**src/rtl/monster_hp_bar.sv**
```systemverilog
// Monster health-bar sprite: HP counter, hit/flash/death FSM and a registered bar renderer.
// The bar length is frozen per frame (hp_disp) so the picture never tears mid-scan.
module monster_hp_bar #(
    parameter int          MAX_HP        = 16,
    parameter logic [10:0] BAR_X         = 11'd200,
    parameter logic [10:0] BAR_Y         = 11'd16,
    parameter int          SEG_W         = 8,
    parameter int          BAR_H         = 8,
    parameter int          FLASH_FRAMES  = 8,
    parameter int          LOW_THRESHOLD = 4,
    parameter logic [7:0]  FULL_COLOR    = 8'h1C,
    parameter logic [7:0]  LOW_COLOR     = 8'hE0,
    parameter logic [7:0]  FLASH_COLOR   = 8'hFF,
    parameter logic [7:0]  BORDER_COLOR  = 8'hFF
) (
    input  logic        clk,
    input  logic        reset,
    input  logic        startOfFrame,
    input  logic [10:0] pixelX,
    input  logic [10:0] pixelY,
    input  logic        hit,
    input  logic [3:0]  damage,
    input  logic        restart,
    output logic        monsterHPDrawingRequest,
    output logic [7:0]  monsterHPRGB,
    output logic [4:0]  hp,
    output logic        monsterDead
);

    localparam int               SEG_SHIFT = $clog2(SEG_W);
    localparam int               FW        = $clog2(FLASH_FRAMES + 1);
    localparam logic [10:0]      X_END     = 11'(int'(BAR_X) + MAX_HP * SEG_W + 1);
    localparam logic [10:0]      Y_END     = 11'(int'(BAR_Y) + BAR_H + 1);
    localparam logic [4:0]       HP_FULL   = 5'(MAX_HP);
    localparam logic [4:0]       HP_LOW    = 5'(LOW_THRESHOLD);
    localparam logic [FW-1:0]    FL_LOAD   = FW'(FLASH_FRAMES);
    localparam logic [FW-1:0]    FL_ONE    = FW'(1);

    typedef enum logic [1:0] {ALIVE, FLASH, DEAD} state_t;

    state_t        state, state_nx;
    logic [4:0]    hp_nx, hp_disp;
    logic [FW-1:0] flash_cnt, flash_nx;
    logic          hit_ok, lethal;

    assign hit_ok = hit && (damage != 4'd0) && (state != DEAD);
    assign lethal = {1'b0, damage} >= hp;

    always_comb begin
        state_nx = state;
        hp_nx    = hp;
        flash_nx = flash_cnt;
        if (restart) begin
            state_nx = ALIVE;
            hp_nx    = HP_FULL;
            flash_nx = '0;
        end else if (hit_ok) begin
            if (lethal) begin
                state_nx = DEAD;
                hp_nx    = 5'd0;
                flash_nx = '0;
            end else begin
                state_nx = FLASH;
                hp_nx    = hp - {1'b0, damage};
                flash_nx = FL_LOAD;
            end
        end else if (state == FLASH && startOfFrame) begin
            // The frame that would take the counter to zero ends the animation.
            if (flash_cnt <= FL_ONE) begin
                state_nx = ALIVE;
                flash_nx = '0;
            end else begin
                flash_nx = flash_cnt - FL_ONE;
            end
        end
    end

    always_ff @(posedge clk or posedge reset) begin
        if (reset) begin
            state       <= ALIVE;
            hp          <= HP_FULL;
            hp_disp     <= HP_FULL;
            flash_cnt   <= '0;
            monsterDead <= 1'b0;
        end else begin
            state       <= state_nx;
            hp          <= hp_nx;
            flash_cnt   <= flash_nx;
            monsterDead <= (state_nx == DEAD);
            if (startOfFrame)
                hp_disp <= hp;
        end
    end

    // ---- stage p0: pixel classification from the incoming coordinate ----
    logic        in_box_p0, border_p0, seg_on_p0, req_p0;
    logic [10:0] seg_p0;
    logic [7:0]  fill_p0, rgb_p0;

    assign in_box_p0 = (pixelX >= BAR_X) && (pixelX <= X_END) &&
                       (pixelY >= BAR_Y) && (pixelY <= Y_END);
    assign border_p0 = in_box_p0 && ((pixelX == BAR_X) || (pixelX == X_END) ||
                                     (pixelY == BAR_Y) || (pixelY == Y_END));
    assign seg_p0    = (pixelX - BAR_X - 11'd1) >> SEG_SHIFT;
    assign seg_on_p0 = seg_p0 < {6'd0, hp_disp};

    always_comb begin
        fill_p0 = FULL_COLOR;
        if (state == FLASH && flash_cnt[1])
            fill_p0 = FLASH_COLOR;
        else if (hp_disp <= HP_LOW)
            fill_p0 = LOW_COLOR;
    end

    always_comb begin
        req_p0 = 1'b0;
        rgb_p0 = 8'h00;
        if (border_p0) begin
            req_p0 = 1'b1;
            rgb_p0 = BORDER_COLOR;
        end else if (in_box_p0 && seg_on_p0) begin
            req_p0 = 1'b1;
            rgb_p0 = fill_p0;
        end
    end

    // ---- stage p1: registered drawing outputs ----
    always_ff @(posedge clk or posedge reset) begin
        if (reset) begin
            monsterHPDrawingRequest <= 1'b0;
            monsterHPRGB            <= 8'h00;
        end else begin
            monsterHPDrawingRequest <= req_p0;
            monsterHPRGB            <= rgb_p0;
        end
    end

endmodule
```
**config.mk**
```make
export PLATFORM = sky130hd
export DESIGN_NAME = monster_hp_bar
export DESIGN_NICKNAME = d
export VERILOG_FILES = /design/src/rtl/monster_hp_bar.sv
export SDC_FILE = /design/constraint.sdc
export NUM_CORES = 1
export LEC_CHECK = 0
export CAP_MARGIN = 20
export CORE_MARGIN = 4
export CORE_UTILIZATION = 40
export DETAILED_ROUTE_END_ITERATION = 6
export PLACE_DENSITY_LB_ADDON = 0.15
export SLEW_MARGIN = 20
export SYNTH_ARGS = -nofsm -noshare
export SYNTH_HDL_FRONTEND = slang
export SYNTH_SLANG_ARGS = --single-unit
```
**constraint.sdc**
```tcl
create_clock -name clk -period 1.9 [get_ports clk]
set_input_delay 0.285 -clock clk [delete_from_list [all_inputs] [get_ports clk]]
set_output_delay 0.285 -clock clk [all_outputs]
set_load 0.01 [all_outputs]
```
==> results.toml <==
[status]
status = "complete, no violations"

[yosys]
synth_area_um2 = 1510
yosys.area.top_type = "dfrtp_1"
syn_inst = 178
syn_avg_cell_area_um2 = 8.48
ys_seq_area_share_pct = 35.0
synthTopCellsByArea = "dfrtp_1 (31%), ha_1 (8.3%), nand2_1 (4.7%)"
synth_fp_nets = 220
synth.distinct_cells = 46
synth-edff-count = 0
synthFlopType = "dfrtp_1"
ys_ff_latch = 21
synth-async-reset-ratio_pct = 100
synth_top_area_share_pct = 31.5
synth_warnings = 0

[route]
avgViaCountPerCell = 5.32
wire_per_inst_um = 15.3
first_iter_violations = 42
drc = 0
dr.pass1.iters = 4
ant_nets = 0
totalWireLength_mm = 4.64
vias = 1618

[setup_path]
setup.worst_path.end = "monsterHPRGB[4]$_DFF_PP0_"
ff2ff_setup_slack_ps = 30
reg2reg_from = "hp[1]$_DFFE_PP0P_"
path_class = "input pin to register"
rr_worst_depth = 8
end_kind = "register"
arrival_ps = 2070
cp_max_fo = 4
rr_endpoint = "monsterDead$_DFF_PP0_"
cp-start-kind = "input pin"
setup.worst_path.start = "pixelX[0]"
cp.required_ps = 2090

[timing]
fin_crit_ps = 1880
fin_crit_sh_pct = 98.7
setup_ws_ps = 24.2
skew_ps = 4.69
fmax_mhz = 533
maxSlewHeadroom_pct = 64.7
setup_viol = 0
worstMarginPinSlew_ps = 528
drv_slew = 0
hold_violations = 0
rsz0062_at_grt = "yes"

[global_routing]
grt_pass1_vias = 1672
track_usage_pct = 19.2
antenna_found_initial = 0
grt_pass1_wl_mm = 7.65
grt-ovfl-total = 0
grt_max_degree = 22

[pwr]
totalPowerFinal_mw = 1.37
p_leak_nw = 1.03
power_density_nw_per_um2 = 563
peakVddDrop_mv = 0.417

[die]
die_area_um2 = 4820
die_w_um = 69.4
rows = 22
initial_utilization_pct = 41.3
core_um2 = 3660
fp.dieH_um = 69.4
io_pins = 46

[clocking]
cts.htree.levels = 1
cts_buffer_depth = 2
cts.sinks = 21
cts_buffers = 3
cts_tree = "done"
cts.clk_slew.worst_paths_ps = 80
root_buffer = "clkbuf_8"
insertion_delay_ps = 260

[layout]
area_growth_pct = 61.2
drive_above_1_share_pct = 27.3
diodes = 0
nets = 299
fin_util_pct = 66.5

[hold_path]
hold_path_class = "input pin to async pin"

[placement]
place_hpwl_mm = 3.42
place_ws_ps = -663
gp_congestion = 0.838
port_buffers = 45

[run]
maxCapViolations = 0
## power by group
| group | internal (mW) | total [mW] | leakage, nW | switching (mW) |
|---|---|---|---|---|
| combinational | 0.301 | 0.559 | 0.727 | 0.258 |
| clock | 0.146 | 0.292 | 0.0255 | 0.146 |
| sequential | 0.486 | 0.520 | 0.280 | 0.0333 |
| total | 0.934 | 1.37 | 1.03 | 0.437 |
## what timing repair did
item	CTS	global route
pin swaps	19	15
hold buffers	0	0
setup buffers	5	0
resized for setup	27	27
endpoints found under the setup margin	11	13
## cell type report
cell class,count,area [µm²]
Fill cell,294,1230
Multi-Input combinational cell,134,1000
Timing Repair Buffer,82,742
Sequential cell,21,528
Tap cell,48,60.1
Inverter,15,56.3
Clock buffer,3,41.3
Clock inverter,1,5.00
## critical path, stage by stage
cell      delay (ps)
buf_8            100
o31ai_4          270
nand2_2          130
xor2_1           170
ha_1             310
a21oi_2          170
o21ai_2          100
a221oi_4         290
a21oi_2          110
nor2_1           130
## layer usage
metal	vias up	wire length [µm]	part of all wire [%]	track usage, %
met2	43	2500	54	35.4
met1	771	1830	40	22.7
li1	792	-	-	-
met4	0	88	1.9	3.47
met3	12	214	4.6	4.35
met5	-	0	0	0
## cells in the final DEF (no fill, tap or decap), drive strengths merged, types with 3 or more instances in the layout
| cell type | synthesis | final |
|---|---|---|
| inv | 15 | 15 |
| o21ai | 14 | 14 |
| nor2 | 12 | 12 |
| nand3 | 3 | 3 |
| xnor2 | 3 | 3 |
| clkbuf | 2 | 3 |
| nand2 | 20 | 20 |
| dlymetal6s2s | 0 | 3 |
| clkdlybuf4s50 | 0 | 35 |
| ha | 10 | 10 |
| buf | 6 | 40 |
| nor2b | 6 | 6 |
| o21a | 3 | 3 |
| nor3 | 12 | 12 |
| dfrtp | 19 | 19 |
| a21oi | 12 | 12 |
| xor2 | 3 | 3 |
## cells in the mapped netlist, types with 2 or more instances
master / n
o21a_1: 3
a21oi_1: 12
buf_4: 5
o21ai_0: 13
nor4_1: 2
nand3_1: 3
nand4_1: 2
o31ai_1: 2
nor3_1: 12
o32ai_1: 2
clkbuf_1: 2
nor2_1: 12
or3_1: 2
xnor2_1: 3
nand2_1: 19
inv_1: 15
ha_1: 10
and2_1: 2
a31oi_1: 2
nor2b_1: 6
o2111ai_1: 2
xor2_1: 3
dfstp_2: 2
dfrtp_1: 19
a211oi_1: 2
## state kept, by name (all words and copies together), names as in the netlist
signal / cells
monsterHPDrawingRequest: 1
hp: 5
monsterHPRGB: 3
hp_disp: 5
monsterDead: 1
state: 2
flash_cnt: 4
## per-stage QoR
step                      cells  hold slack, ps  instance area, µm²  TNS (ps)
after floorplan             178             260                1520     -2.35
after global placement      295             511                2210     -4740
after detailed placement    295             504                2210     -5610
after CTS                   304             358                2340      -140
after global routing        304             401                2430      -417
final                       304             353                2430         0
## worst min path at each step
stage,depth (start not counted),end,slack [ps],start
final,3,flash_cnt[2]$_DFFE_PP0P_,350,reset
after global routing,3,monsterHPRGB[6]$_DFF_PP0_,400,reset
after CTS,3,flash_cnt[1]$_DFFE_PP0P_,360,reset
after detailed placement,2,hp_disp[4]$_DFFE_PP1P_,500,hp_disp[4]$_DFFE_PP1P_
after global placement,2,hp_disp[4]$_DFFE_PP1P_,510,hp_disp[4]$_DFFE_PP1P_
after floorplan,1,flash_cnt[0]$_DFFE_PP0P_,260,reset
## logic make-up (layout without fill, tap and decap cells)
group	after synthesis	in the layout	synth area share [%]
xor+xnor	6	6	3.48
mux	1	1	0.746
simple gates	67	67	21.8
compound gates	49	49	22.0
buf+inv	23	101	7.46
fa+ha+maj	11	11	9.61
flops	21	21	35.0
(Power assumes the default switching activity.)
